## src/rtl/mem_bus_arbiter_pkg.sv

```systemverilog
// Shared types and constants for the IF/MEM memory-bus arbiter.
// Holds the FSM state encoding, bus word width and watchdog width.
package mem_bus_arbiter_pkg;

   localparam int REG_BUS = 32;
   localparam int STALL_W = 6;
   localparam int WDOG_W  = 16;

   localparam logic [REG_BUS-1:0] ZERO_WORD = '0;
   localparam logic [STALL_W-1:0] NO_STALL  = '0;
   localparam logic [3:0]         SEL_WORD  = 4'hF;

   typedef enum logic [2:0] {
      ARB_IDLE     = 3'd0,
      ARB_BUSY_IF  = 3'd1,
      ARB_BUSY_MEM = 3'd2,
      ARB_WAIT_IF  = 3'd3,
      ARB_WAIT_MEM = 3'd4
   } arb_state_t;

endpackage

```

## src/rtl/mem_bus_arbiter_bus_watchdog.sv

```systemverilog
// Bus-cycle watchdog: counts busy cycles without an acknowledge and flags
// expiry once the count reaches TIMEOUT-1.
module bus_watchdog
   import mem_bus_arbiter_pkg::*;
#(
   parameter logic [WDOG_W-1:0] TIMEOUT = 16'd255
) (
   input  logic clk,
   input  logic rst,
   input  logic clear,
   input  logic enable,
   output logic expire
);

   logic [WDOG_W-1:0] count;

   always_ff @(posedge clk) begin
      if (rst || clear) begin
         count <= '0;
      end else if (enable) begin
         count <= count + 16'd1;
      end
   end

   assign expire = (count == (TIMEOUT - 16'd1));

endmodule

```

## src/rtl/mem_bus_arbiter.sv

```systemverilog
// Arbitrates one Wishbone-style bus between instruction fetch and the MEM stage,
// returning read data and raising per-stage stall requests to the controller.
module mem_bus_arbiter
   import mem_bus_arbiter_pkg::*;
#(
   parameter logic [WDOG_W-1:0] TIMEOUT = 16'd255
) (
   input  logic               clk,
   input  logic               rst,
   input  logic [STALL_W-1:0] stall,
   input  logic               flush,
   input  logic               if_ce_i,
   input  logic [REG_BUS-1:0] if_addr_i,
   output logic [REG_BUS-1:0] if_data_o,
   output logic               if_stallreq_o,
   input  logic               mem_ce_i,
   input  logic               mem_we_i,
   input  logic [3:0]         mem_sel_i,
   input  logic [REG_BUS-1:0] mem_addr_i,
   input  logic [REG_BUS-1:0] mem_data_i,
   output logic [REG_BUS-1:0] mem_data_o,
   output logic               mem_stallreq_o,
   output logic               bus_cyc_o,
   output logic               bus_stb_o,
   output logic               bus_we_o,
   output logic [3:0]         bus_sel_o,
   output logic [REG_BUS-1:0] bus_addr_o,
   output logic [REG_BUS-1:0] bus_data_o,
   input  logic [REG_BUS-1:0] bus_data_i,
   input  logic               bus_ack_i,
   output logic               bus_timeout_o
);

   arb_state_t         state;
   logic               flush_pending;
   logic [REG_BUS-1:0] if_data_q;
   logic [REG_BUS-1:0] mem_data_q;

   logic               busy;
   logic               wd_expire;
   logic               term;
   logic               timed_out;
   logic               drop;
   logic [REG_BUS-1:0] rd_data;

   assign busy      = (state == ARB_BUSY_IF) || (state == ARB_BUSY_MEM);
   assign term      = busy && (bus_ack_i || wd_expire);
   assign timed_out = busy && wd_expire && !bus_ack_i;
   assign drop      = flush_pending || flush;
   // Stores and forced terminations both hand back a zero word.
   assign rd_data   = (bus_ack_i && !bus_we_o) ? bus_data_i : ZERO_WORD;

   bus_watchdog #(
      .TIMEOUT (TIMEOUT)
   ) u_watchdog (
      .clk    (clk),
      .rst    (rst),
      .clear  (!busy),
      .enable (busy && !bus_ack_i),
      .expire (wd_expire)
   );

   always_comb begin
      if_stallreq_o  = 1'b0;
      mem_stallreq_o = 1'b0;
      if_data_o      = ZERO_WORD;
      mem_data_o     = ZERO_WORD;
      case (state)
         ARB_IDLE: begin
            if_stallreq_o  = if_ce_i && !flush;
            mem_stallreq_o = mem_ce_i && !flush;
         end
         ARB_BUSY_IF: begin
            if_stallreq_o  = !term;
            mem_stallreq_o = mem_ce_i;
            if (term && !drop) if_data_o = rd_data;
         end
         ARB_BUSY_MEM: begin
            mem_stallreq_o = !term;
            if_stallreq_o  = if_ce_i;
            if (term && !drop) mem_data_o = rd_data;
         end
         ARB_WAIT_IF: begin
            if_data_o      = if_data_q;
            mem_stallreq_o = mem_ce_i;
         end
         ARB_WAIT_MEM: begin
            mem_data_o    = mem_data_q;
            if_stallreq_o = if_ce_i;
         end
         default: begin
            if_stallreq_o  = 1'b0;
            mem_stallreq_o = 1'b0;
         end
      endcase
   end

   always_ff @(posedge clk) begin
      if (rst) begin
         state         <= ARB_IDLE;
         flush_pending <= 1'b0;
         if_data_q     <= ZERO_WORD;
         mem_data_q    <= ZERO_WORD;
         bus_cyc_o     <= 1'b0;
         bus_stb_o     <= 1'b0;
         bus_we_o      <= 1'b0;
         bus_sel_o     <= 4'h0;
         bus_addr_o    <= ZERO_WORD;
         bus_data_o    <= ZERO_WORD;
         bus_timeout_o <= 1'b0;
      end else begin
         bus_timeout_o <= timed_out;
         case (state)
            ARB_IDLE: begin
               flush_pending <= 1'b0;
               if (!flush && mem_ce_i) begin
                  bus_cyc_o  <= 1'b1;
                  bus_stb_o  <= 1'b1;
                  bus_we_o   <= mem_we_i;
                  bus_sel_o  <= mem_sel_i;
                  bus_addr_o <= mem_addr_i;
                  bus_data_o <= mem_data_i;
                  state      <= ARB_BUSY_MEM;
               end else if (!flush && if_ce_i) begin
                  bus_cyc_o  <= 1'b1;
                  bus_stb_o  <= 1'b1;
                  bus_we_o   <= 1'b0;
                  bus_sel_o  <= SEL_WORD;
                  bus_addr_o <= if_addr_i;
                  bus_data_o <= ZERO_WORD;
                  state      <= ARB_BUSY_IF;
               end
            end
            ARB_BUSY_IF, ARB_BUSY_MEM: begin
               if (term) begin
                  bus_cyc_o     <= 1'b0;
                  bus_stb_o     <= 1'b0;
                  bus_we_o      <= 1'b0;
                  bus_sel_o     <= 4'h0;
                  bus_addr_o    <= ZERO_WORD;
                  bus_data_o    <= ZERO_WORD;
                  flush_pending <= 1'b0;
                  if (drop || (stall == NO_STALL)) begin
                     state <= ARB_IDLE;
                  end else if (state == ARB_BUSY_IF) begin
                     if_data_q <= rd_data;
                     state     <= ARB_WAIT_IF;
                  end else begin
                     mem_data_q <= rd_data;
                     state      <= ARB_WAIT_MEM;
                  end
               end else if (flush) begin
                  // The cycle already on the bus must finish; only its result is dropped.
                  flush_pending <= 1'b1;
               end
            end
            ARB_WAIT_IF, ARB_WAIT_MEM: begin
               if ((stall == NO_STALL) || flush) state <= ARB_IDLE;
            end
            default: state <= ARB_IDLE;
         endcase
      end
   end

endmodule

```

## config.mk

```make
export PLATFORM = sky130hd
export DESIGN_NAME = mem_bus_arbiter
export DESIGN_NICKNAME = d
export VERILOG_FILES = /design/src/rtl/mem_bus_arbiter_pkg.sv /design/src/rtl/mem_bus_arbiter_bus_watchdog.sv /design/src/rtl/mem_bus_arbiter.sv
export SDC_FILE = /design/constraint.sdc
export NUM_CORES = 1
export LEC_CHECK = 0
export ABC_AREA = 1
export BUFFER_PORTS_ARGS = -buffer_cell sky130_fd_sc_hd__buf_2
export CORE_MARGIN = 2
export CORE_UTILIZATION = 50
export CTS_CLUSTER_SIZE = 24
export DETAILED_ROUTE_END_ITERATION = 8
export PLACE_DENSITY_LB_ADDON = 0.12
export SKIP_CTS_REPAIR_TIMING = 1
export SLEW_MARGIN = 10
export SYNTH_ARGS = -nofsm -noshare
export SYNTH_HDL_FRONTEND = slang
export SYNTH_SLANG_ARGS = --single-unit
export TNS_END_PERCENT = 50
```

## constraint.sdc

```tcl
create_clock -name clk -period 1.75 [get_ports clk]
set_input_delay 0.0875 -clock clk [delete_from_list [all_inputs] [get_ports clk]]
set_output_delay 0.0875 -clock clk [all_outputs]
set_load 0.05 [all_outputs]
```

==> results.toml, run 1 <==
[status]
status = "finished, violations left"
violations = "negative setup slack"

[layout]
area_growth_pct = 58.2
finalNetCount = 1734
final-seq-area_um2 = 3120
fillers = 1015
drive_gt1_share_pct = 35.2
insertedDiodeCount = 0
multi_input_area_um2 = 4620

[logic_synthesis]
ys_seq_area_share_pct = 39.5
syn_avg_cell_area_um2 = 6.42
syn_nets = 1370
ys_seq_elements = 155
synth_edf_count = 0
synthFlopType = "dfxtp_1"
synth_cells = 1223
ys_types = 30
synth_compound_area_share_pct = 14.4
yosys-top-cells-count = "nand2_1, dfxtp_1, a21oi_1"
yosys.area.top_type_share_pct = 39.5
synth_xor_area_share_pct = 0.335
synth.most_common_cell = "nand2_1"
yosys.area_share.adder_pct = 0.319
yosys_warnings = 0
synthMuxAreaShare_pct = 0
yosys.area_share.simple_pct = 35.2
yosysTopAreaCell = "dfxtp_1"
synth_top_family_by_area = "simple AND/OR/NAND/NOR gates"
synth_area_leaders = "dfxtp_1, nand2_1, a21oi_1, nand3_1, inv_1"
syn-cell-area_um2 = 7850
synthArstFlopShare_pct = 0

[setup_path]
crit_chain = "inv_2 > ha_4 > nand2_4 > nor2_4 > nand2_4 > nand2_8 > buf_12 > nand4_1 > o21ai_4 > buf_6"
crit_top_cell = "nand2_4"
worstSetupEndpointType = "output pin"
cp_slowest_cell = "dfxtp_2"
path_class = "reg -> out"
critPathMaxStageDelay_ns = 0.33
reg2reg_slack_ns = -0.04
cp_max_fo = 7
start_kind = "flip-flop"
worst-endpoint-arrival_ns = 2.11
cp.required_ns = 1.66

[sta]
skew_ns = 0.0108
rsz0062_at_grt = "true"
fin_crit_sh_pct = 125
worstMarginPinSlew_ns = 0.528
fin_ws_ns = -0.443
finalSetupTns_ns = -24.58
slew_headroom_pct = 64.8
period_needed_ns = 2.19
fmax_ghz = 0.456
timing.hold.ws_ns = 0.0352
slew_viol_final = 0
setup_viol = 67
hold_viol_final = 0

[clock_tree]
cts_tree = "yes"
clkTransAtPathRegs_ns = 0.07
clk_latency_ns = 0.43
cts_buffer_depth = 2
clockRootBuffer = "clkbuf_16"
cts_buffers = 17
cts_max_level = 4
clock_sinks = 155

[grt]
grt_overflow = 0
grt_pass1_vias = 8510
grt_use_total_pct = 30.0
grt_pass1_wl_um = 40600
antenna_found_initial = 0
grt_start_max_net_pins = 52

[die]
die_h_um = 129
ioPinCount = 283
coreArea_um2 = 15300
initial_core_util_pct = 51.5
die_x_um = 129
rows = 45
fp.dieArea_um2 = 16700

[run]
maxCapViolations = 0

[route]
wirelength_um = 28900
ant_nets = 0
drt_first_pass_iters = 6
vias = 9898
vias_per_cell = 5.47
drt_iter0_drc = 923
wl_per_cell_um = 16.0
drc = 0

[pwr]
p_leak_nw = 5.63
vdd_drop_max_v = 0.000827
power_density_nw_per_um2 = 1060

[placed_design]
port_buffers = 282
dpl.hpwl_um = 17400
gp_congestion = 0.873

[hold_path]
hp-class = "in -> reg"
## worst max-delay path, delay by kind of cell, from the launching register on
kind	cells	cell delay, ns
DFF	1	0.33
and+or+nand+nor	5	0.63
adders and majority gates	1	0.14
AOI/OAI and AO/OA	1	0.21
buffers and inverters	3	0.37
## stage by stage
| step | setup slack, ns | instances | util [%] | instance area [um^2] | total power, mW |
|---|---|---|---|---|---|
| after CTS | -0.670 | 1758 | 73.2 | 11200 | 12.6 |
| after global placement | -0.125 | 1726 | 69.2 | 10600 | 8.78 |
| after detailed placement | -0.211 | 1726 | 69.2 | 10600 | 8.81 |
| after floorplan | -0.171 | 1223 | - | 8310 | 7.30 |
| after global routing | -0.553 | 1811 | 81.4 | 12400 | 13.7 |
| final | -0.443 | 1811 | 81.4 | 12400 | 13.2 |
## flip-flops by register name, summed over array words and instances, names as in the netlist
register,count
bus_addr_o,32
bus_stb_o,1
mem_data_q,32
bus_timeout_o,1
bus_data_o,32
flush_pending,1
bus_sel_o,4
bus_we_o,1
state,3
u_watchdog.count,16
if_data_q,32
## power breakdown
| part | internal, mW | switching, mW | leakage [nW] | total [mW] |
|---|---|---|---|---|
| clock network | 2.28 | 1.59 | 0.295 | 3.87 |
| logic | 1.75 | 3.52 | 4.07 | 5.27 |
| registers | 3.86 | 0.204 | 1.26 | 4.07 |
| total | 7.89 | 5.31 | 5.63 | 13.2 |
## routing by layer
layer  vias to the layer above  routed length, um  share of wire (%)  GRT usage [%]
li1                       4690                  -                  -              -
met1                      4503              11400                 39           39.3
met2                       585              14000                 48           49.1
met3                       120               2410                8.3           5.62
met4                         0               1130                3.9           11.4
met5                         -                  0                  0              0
## path summary, 6_finish.rpt
kind,startpoint,to,depth (start not counted)
worst min register to register,bus_data_o[17],bus_data_o[17],2
worst max register to register,u_watchdog.count[0],if_data_q[28],11
worst min-delay path,bus_data_i[30],mem_data_q[30],5
worst max-delay path,u_watchdog.count[0],if_data_o[26],10
## cells in the final DEF, fill, tap and decap left out, drive strengths merged, types with 3 or more instances in the layout
master	count
clkbuf	22
a21oi	147
o21ai	71
nor2	72
nand4	36
inv	104
nor3	4
dfxtp	155
nand3	117
bufinv	3
nand2	421
buf	398
dlygate4sd3	33
## area by class of cell
class	count	area share [%]
timing repair buffer	435	27.7
clock inverter	14	1.47
inverter	97	2.95
multi-input combinational	881	37.2
tap	211	2.13
sequential	155	25.1
clock buffer	18	3.46
## kinds of logic after synthesis
kind of cell / count (synthesis)
DFF: 155
xor gates and xnor gates: 3
AOI/OAI and AO/OA: 221
buffers and inverters: 188
and+or+nand+nor: 654
adders and majority gates: 2
Note: power is estimated with default switching activity, not from simulation.
==> run 2, diff against run 1 <==
--- a/config.mk
+++ b/config.mk
@@ -5,10 +5,10 @@
 export SDC_FILE = /design/constraint.sdc
 export NUM_CORES = 1
 export LEC_CHECK = 0
-export ABC_AREA = 1
+export ABC_AREA = 0
 export BUFFER_PORTS_ARGS = -buffer_cell sky130_fd_sc_hd__buf_2
 export CORE_MARGIN = 2
-export CORE_UTILIZATION = 50
+export CORE_UTILIZATION = 48
 export CTS_CLUSTER_SIZE = 24
 export DETAILED_ROUTE_END_ITERATION = 8
 export PLACE_DENSITY_LB_ADDON = 0.12
==> results.toml, run 2 <==
[clock_tree]
cts_tree = "yes"
clockRootBuffer = "clkbuf_16"
clk_latency_ns = 0.43
cts_max_level = 4
cts_buffer_depth = 2
clock_sinks = 155
cts_buffers = 17
clkTransAtPathRegs_ns = 0.07

[pwr]
clockPowerShare_pct = 36.6
power_frac_comb_pct = 26.0
intPower_mw = 6.94
switchingPower_mw = 3.40
power_density_nw_per_um2 = 898
switching_share_pct = 32.9
pwr-share-seq_pct = 37.4
p_leak_nw = 5.16
vdd_drop_max_v = 0.000655

[route]
drt_first_pass_iters = 5
wirelength_um = 28400
ant_nets = 0
vias = 8045
vias_per_cell = 5.97
wl_per_cell_um = 21.0
drt_iter0_drc = 729
drc = 0

[logic_synthesis]
synth.most_common_cell = "dfxtp_1"
syn_nets = 868
syn-cell-area_um2 = 6750
syn_avg_cell_area_um2 = 9.37
synthFlopType = "dfxtp_1"
yosysTopAreaCell = "dfxtp_1"
yosys_warnings = 0
ys_types = 40
yosys-top-cells-count = "dfxtp_1, nand2_1, nand3_1"
synthArstFlopShare_pct = 0
ys_seq_elements = 155
synth_area_leaders = "dfxtp_1, a32o_1, nand3_1, a21oi_1, mux2i_1"
synth_edf_count = 0
synth_cells = 721
ys_seq_area_share_pct = 45.9
yosys.area.top_type_share_pct = 45.9

[status]
status = "finished, violations left"
violations = "negative hold slack, negative setup slack"

[sta]
rsz0062_at_grt = "true"
timing.hold.ws_ns = -0.0405
slew_viol_final = 0
skew_ns = 0.0139
worstMarginPinSlew_ns = 0.722
fin_ws_ns = -0.531
period_needed_ns = 2.28
setup_viol = 202
hold_viol_final = 2
fmax_ghz = 0.438
fin_crit_sh_pct = 130
finalSetupTns_ns = -67.30
slew_headroom_pct = 51.9

[layout]
finalNetCount = 1298
final_cell_mix = "buf_2, dfxtp_1, dlygate4sd3_1"
drive_gt1_share_pct = 41.5
area_growth_pct = 70.6
final_common_cell = "buf_2"

[grt]
grt_pass1_wl_um = 31700
grt_use_total_pct = 26.6
grt_start_max_net_pins = 55
grt_pass1_vias = 6540
antenna_found_initial = 4
grt_overflow = 0

[placed_design]
port_buffers = 282
place_ws_ns = -0.268
dpl.hpwl_um = 14700
gp_congestion = 0.889

[setup_path]
crit_chain = "inv_2 > ha_4 > nor4b_4 > a41oi_4 > nor2_4 > buf_12 > a32o_2 > buf_6"
start_kind = "flip-flop"
worst-endpoint-arrival_ns = 2.19
r2r_end = "mem_data_q[0]"
worstSetupEndpointType = "output pin"
cp_max_fo = 22
cp.required_ns = 1.66
path_class = "reg -> out"
rr_worst_depth = 10
r2r-start = "u_watchdog.count[0]"
crit_path_start = "u_watchdog.count[0]"
reg2reg_slack_ns = -0.37
critPathMaxStageDelay_ns = 0.33
cp_slowest_cell = "dfxtp_2"

[hold_path]
hp-class = "in -> reg"
min_path_cells = 3
hp-start = "if_addr_i[13]"
min_to = "bus_addr_o[13]"

[die]
die_h_um = 123
ioPinCount = 283
fp.dieArea_um2 = 15000
die_x_um = 123
initial_core_util_pct = 48.8
rows = 43
coreArea_um2 = 13800

[run]
maxCapViolations = 0
run 2: routing by layer:
metal | global-route usage (%) | share of wire (%)
met1 | 30.3 | 35
met2 | 48.0 | 51
met3 | 7.30 | 8.2
met4 | 8.91 | 5.8
met5 | 0 | 0
run 2: layout make-up:
| cell class | instances | area [um^2] |
|---|---|---|
| antenna | 4 | 10.0 |
| clock buffer | 18 | 439 |
| clock inverter | 14 | 158 |
| fill | 768 | 2310 |
| inverter | 4 | 15.0 |
| multi-input combinational | 489 | 3490 |
| sequential | 155 | 3110 |
| tap | 180 | 225 |
| timing repair buffer | 484 | 4080 |
run 2: critical path, delay by kind of cell, from the launching register on:
family / cells / cell delay (ns)
AO/OA/AOI/OAI: 2 / 0.47
adder cells (fa/ha/maj): 1 / 0.11
buffers and inverters: 3 / 0.41
flip-flops: 1 / 0.33
AND/OR/NAND/NOR: 2 / 0.45
run 2: per-stage QoR:
| stage | instances | total power [mW] | instance area (um^2) | util [%] |
|---|---|---|---|---|
| 4_1_cts | 1199 | 9.64 | 9390 | 67.9 |
| 2_1_floorplan | 721 | 5.26 | 6880 | - |
| 6_report | 1348 | 10.3 | 11500 | 83.3 |
| 5_1_grt | 1348 | 10.6 | 11500 | 83.3 |
| 3_3_place_gp | 1167 | 5.92 | 8790 | 63.6 |
| 3_5_place_dp | 1167 | 5.95 | 8790 | 63.6 |
run 2: how the worst max path moves through the flow:
stage	to	slack (ns)	cells after the start
finish	mem_data_o[0]	-0.53	8
global route	mem_data_o[0]	-0.63	8
CTS	if_data_o[26]	-0.71	8
detailed placement	bus_data_o[29]	-0.27	9
global placement	bus_we_o	-0.20	9
floorplan	if_stallreq_o	-0.14	5
run 2: power groups by stage:
stage               registers [mW]  logic (mW)  clock network, mW
CTS                           3.84        2.05               3.75
global route                  3.88        2.79               3.93
floorplan                     4.44       0.820                  0
detailed placement            3.90        2.05                  0
finish                        3.87        2.69               3.79
global placement              3.90        2.01                  0
run 2: logic make-up (layout without fill, tap and decap cells):
family                   after synthesis  count (layout)  share of synthesized area [%]
adder cells (fa/ha/maj)                2               2                          0.370
AO/OA/AOI/OAI                        215             216                           25.3
XOR/XNOR                              16              16                           2.07
other                                  0               4                              0
flip-flops                           155             155                           45.9
AND/OR/NAND/NOR                      223             223                           15.6
multiplexers                          32              32                           4.74
buffers and inverters                 78             520                           5.95
==> run 3, diff against run 2 <==
--- a/config.mk
+++ b/config.mk
@@ -11,7 +11,7 @@
 export CORE_UTILIZATION = 48
 export CTS_CLUSTER_SIZE = 24
 export DETAILED_ROUTE_END_ITERATION = 8
-export PLACE_DENSITY_LB_ADDON = 0.12
+export PLACE_DENSITY_LB_ADDON = 0.08
 export SKIP_CTS_REPAIR_TIMING = 1
 export SLEW_MARGIN = 10
 export SYNTH_ARGS = -nofsm -noshare
==> results.toml, run 3 (synthesis gave the netlist of run 2 again) <==
[status]
status = "finished, violations left"
violations = "negative hold slack, negative setup slack"

[pwr]
switchingPower_mw = 3.29
power_frac_comb_pct = 26.4
power_density_nw_per_um2 = 889
p_leak_nw = 5.17
switching_share_pct = 32.0
pwr-share-seq_pct = 37.7
vdd_drop_max_v = 0.000704
intPower_mw = 7.00
clockPowerShare_pct = 35.9
power_mw = 10.3

[sta]
hold_viol_final = 1
timing.hold.ws_ns = -0.000806
setup_viol = 202
finalSetupTns_ns = -78.25
fin_crit_sh_pct = 135
worstMarginPinSlew_ns = 0.517
period_needed_ns = 2.36
fmax_ghz = 0.424
fin_ws_ns = -0.609
slew_viol_final = 0
rsz0062_at_grt = "true"
slew_headroom_pct = 65.6
skew_ns = 0.0165

[grt]
grt_pass1_vias = 6312
antenna_found_initial = 2
grt_use_total_pct = 26.5
grt_pass1_wl_um = 31100
grt_overflow = 0
grt_start_max_net_pins = 51

[setup_path]
start_kind = "flip-flop"
critPathMaxStageDelay_ns = 0.36
critPathCapture = "if_data_o[19]"
worst-endpoint-arrival_ns = 2.27
path_class = "reg -> out"
crit_path_start = "u_watchdog.count[1]"
cp.depth = 7
crit_top_cell = "buf_6"
r2r-start = "u_watchdog.count[1]"
critPathTopFamily = "simple AND/OR/NAND/NOR gates"
cp_max_fo = 8
rr_worst_depth = 10
path_buf_inv = 2
crit_chain = "ha_4 > nor4b_4 > a41oi_4 > nor2_4 > buf_6 > a32o_1 > buf_6"
r2r_end = "mem_data_q[4]"
cp_slowest_cell = "dfxtp_2"
cp.required_ns = 1.66
reg2reg_slack_ns = -0.46
worstSetupEndpointType = "output pin"

[layout]
multi_input_area_um2 = 3560
finalNetCount = 1303
final_util_pct = 83.7
area_growth_pct = 71.4
final_common_cell = "buf_2"
drive_gt1_share_pct = 42.6
final_cell_mix = "buf_2, dfxtp_1, dlygate4sd3_1"
fillers = 779
final-seq-area_um2 = 3110

[die]
initial_core_util_pct = 48.8
ioPinCount = 283
rows = 43
die_h_um = 123
fp.dieArea_um2 = 15000
die_x_um = 123
coreArea_um2 = 13800

[placed_design]
port_buffers = 282
gp_congestion = 0.907
dpl.hpwl_um = 14500
place_ws_ns = -0.261

[route]
drc = 0
drt_iter0_drc = 941
drt_first_pass_iters = 5
vias_per_cell = 5.97
wl_per_cell_um = 21.2
wirelength_um = 28700
vias = 8060
ant_nets = 0

[clock_tree]
cts_buffers = 17
clkTransAtPathRegs_ns = 0.06
clockRootBuffer = "clkbuf_16"
clk_latency_ns = 0.43
clock_sinks = 155
cts_max_level = 4
cts_tree = "yes"
cts_buffer_depth = 2

[hold_path]
hp-class = "in -> reg"

[run]
maxCapViolations = 0
run 3: cell count changes in the layout (fill, tap and decap cells not counted), sizes merged:
cell / previous run / this run
buf: 346 / 352
diode: 4 / 3
dlygate4sd3: 128 / 130
clkbuf: 28 / 30
clkinv: 4 / 3
inv: 9 / 5
a31o: 2 / 1
run 3: worst min-delay path by stage:
stage	start	to	slack, ns	cells past startpoint
after global routing	if_addr_i[8]	bus_addr_o[8]	-0.01	3
final	if_addr_i[8]	bus_addr_o[8]	-0.0008	3
after detailed placement	mem_data_i[18]	bus_data_o[18]	0.30	2
after floorplan	mem_data_i[0]	bus_data_o[0]	0.21	1
after global placement	mem_data_i[10]	bus_data_o[10]	0.30	2
after CTS	mem_data_i[29]	bus_data_o[29]	-0.15	2
run 3: per-stage QoR:
stage / hold WS, ns / cells / cell area [um^2]
4_1_cts: -0.151 / 1200 / 9360
3_5_place_dp: 0.301 / 1169 / 8770
3_3_place_gp: 0.297 / 1169 / 8770
5_1_grt: -0.0135 / 1350 / 11600
2_1_floorplan: 0.213 / 721 / 6880
6_report: -0.000806 / 1351 / 11600
run 3: power groups by stage:
stage                     Sequential, mW  Clock, mW  Combinational (mW)
final                               3.88       3.70                2.72
after global routing                3.89       3.87                2.81
after CTS                           3.84       3.70                2.02
after detailed placement            3.90          0                2.02
after global placement              3.90          0                1.99
after floorplan                     4.44          0               0.820
run 3: layer usage:
metal  wire length [um]  global-route usage (%)  vias up
li1                   -                       -     3575
met1              10100                    30.6     3829
met2              14800                    46.2      519
met3               2300                    7.06      137
met4               1530                    11.3        0
met5                  0                       0        -
run 3: worst min-delay path, delay by kind of cell:
| kind | cells | cell delay (ns) |
|---|---|---|
| buf+inv | 1 | 0.08 |
| compound gates | 1 | 0.15 |
| mux | 1 | 0.07 |
run 3: layout make-up:
| class | instances | share of cell area [%] |
|---|---|---|
| diodes | 3 | 0.0649 |
| clock inverters | 9 | 0.984 |
| repair buffers | 490 | 35.2 |
| flip-flops and latches | 155 | 26.8 |
| multi-input cells | 488 | 30.8 |
| well taps | 180 | 1.95 |
| inverters | 4 | 0.130 |
| clock buffers | 22 | 4.10 |
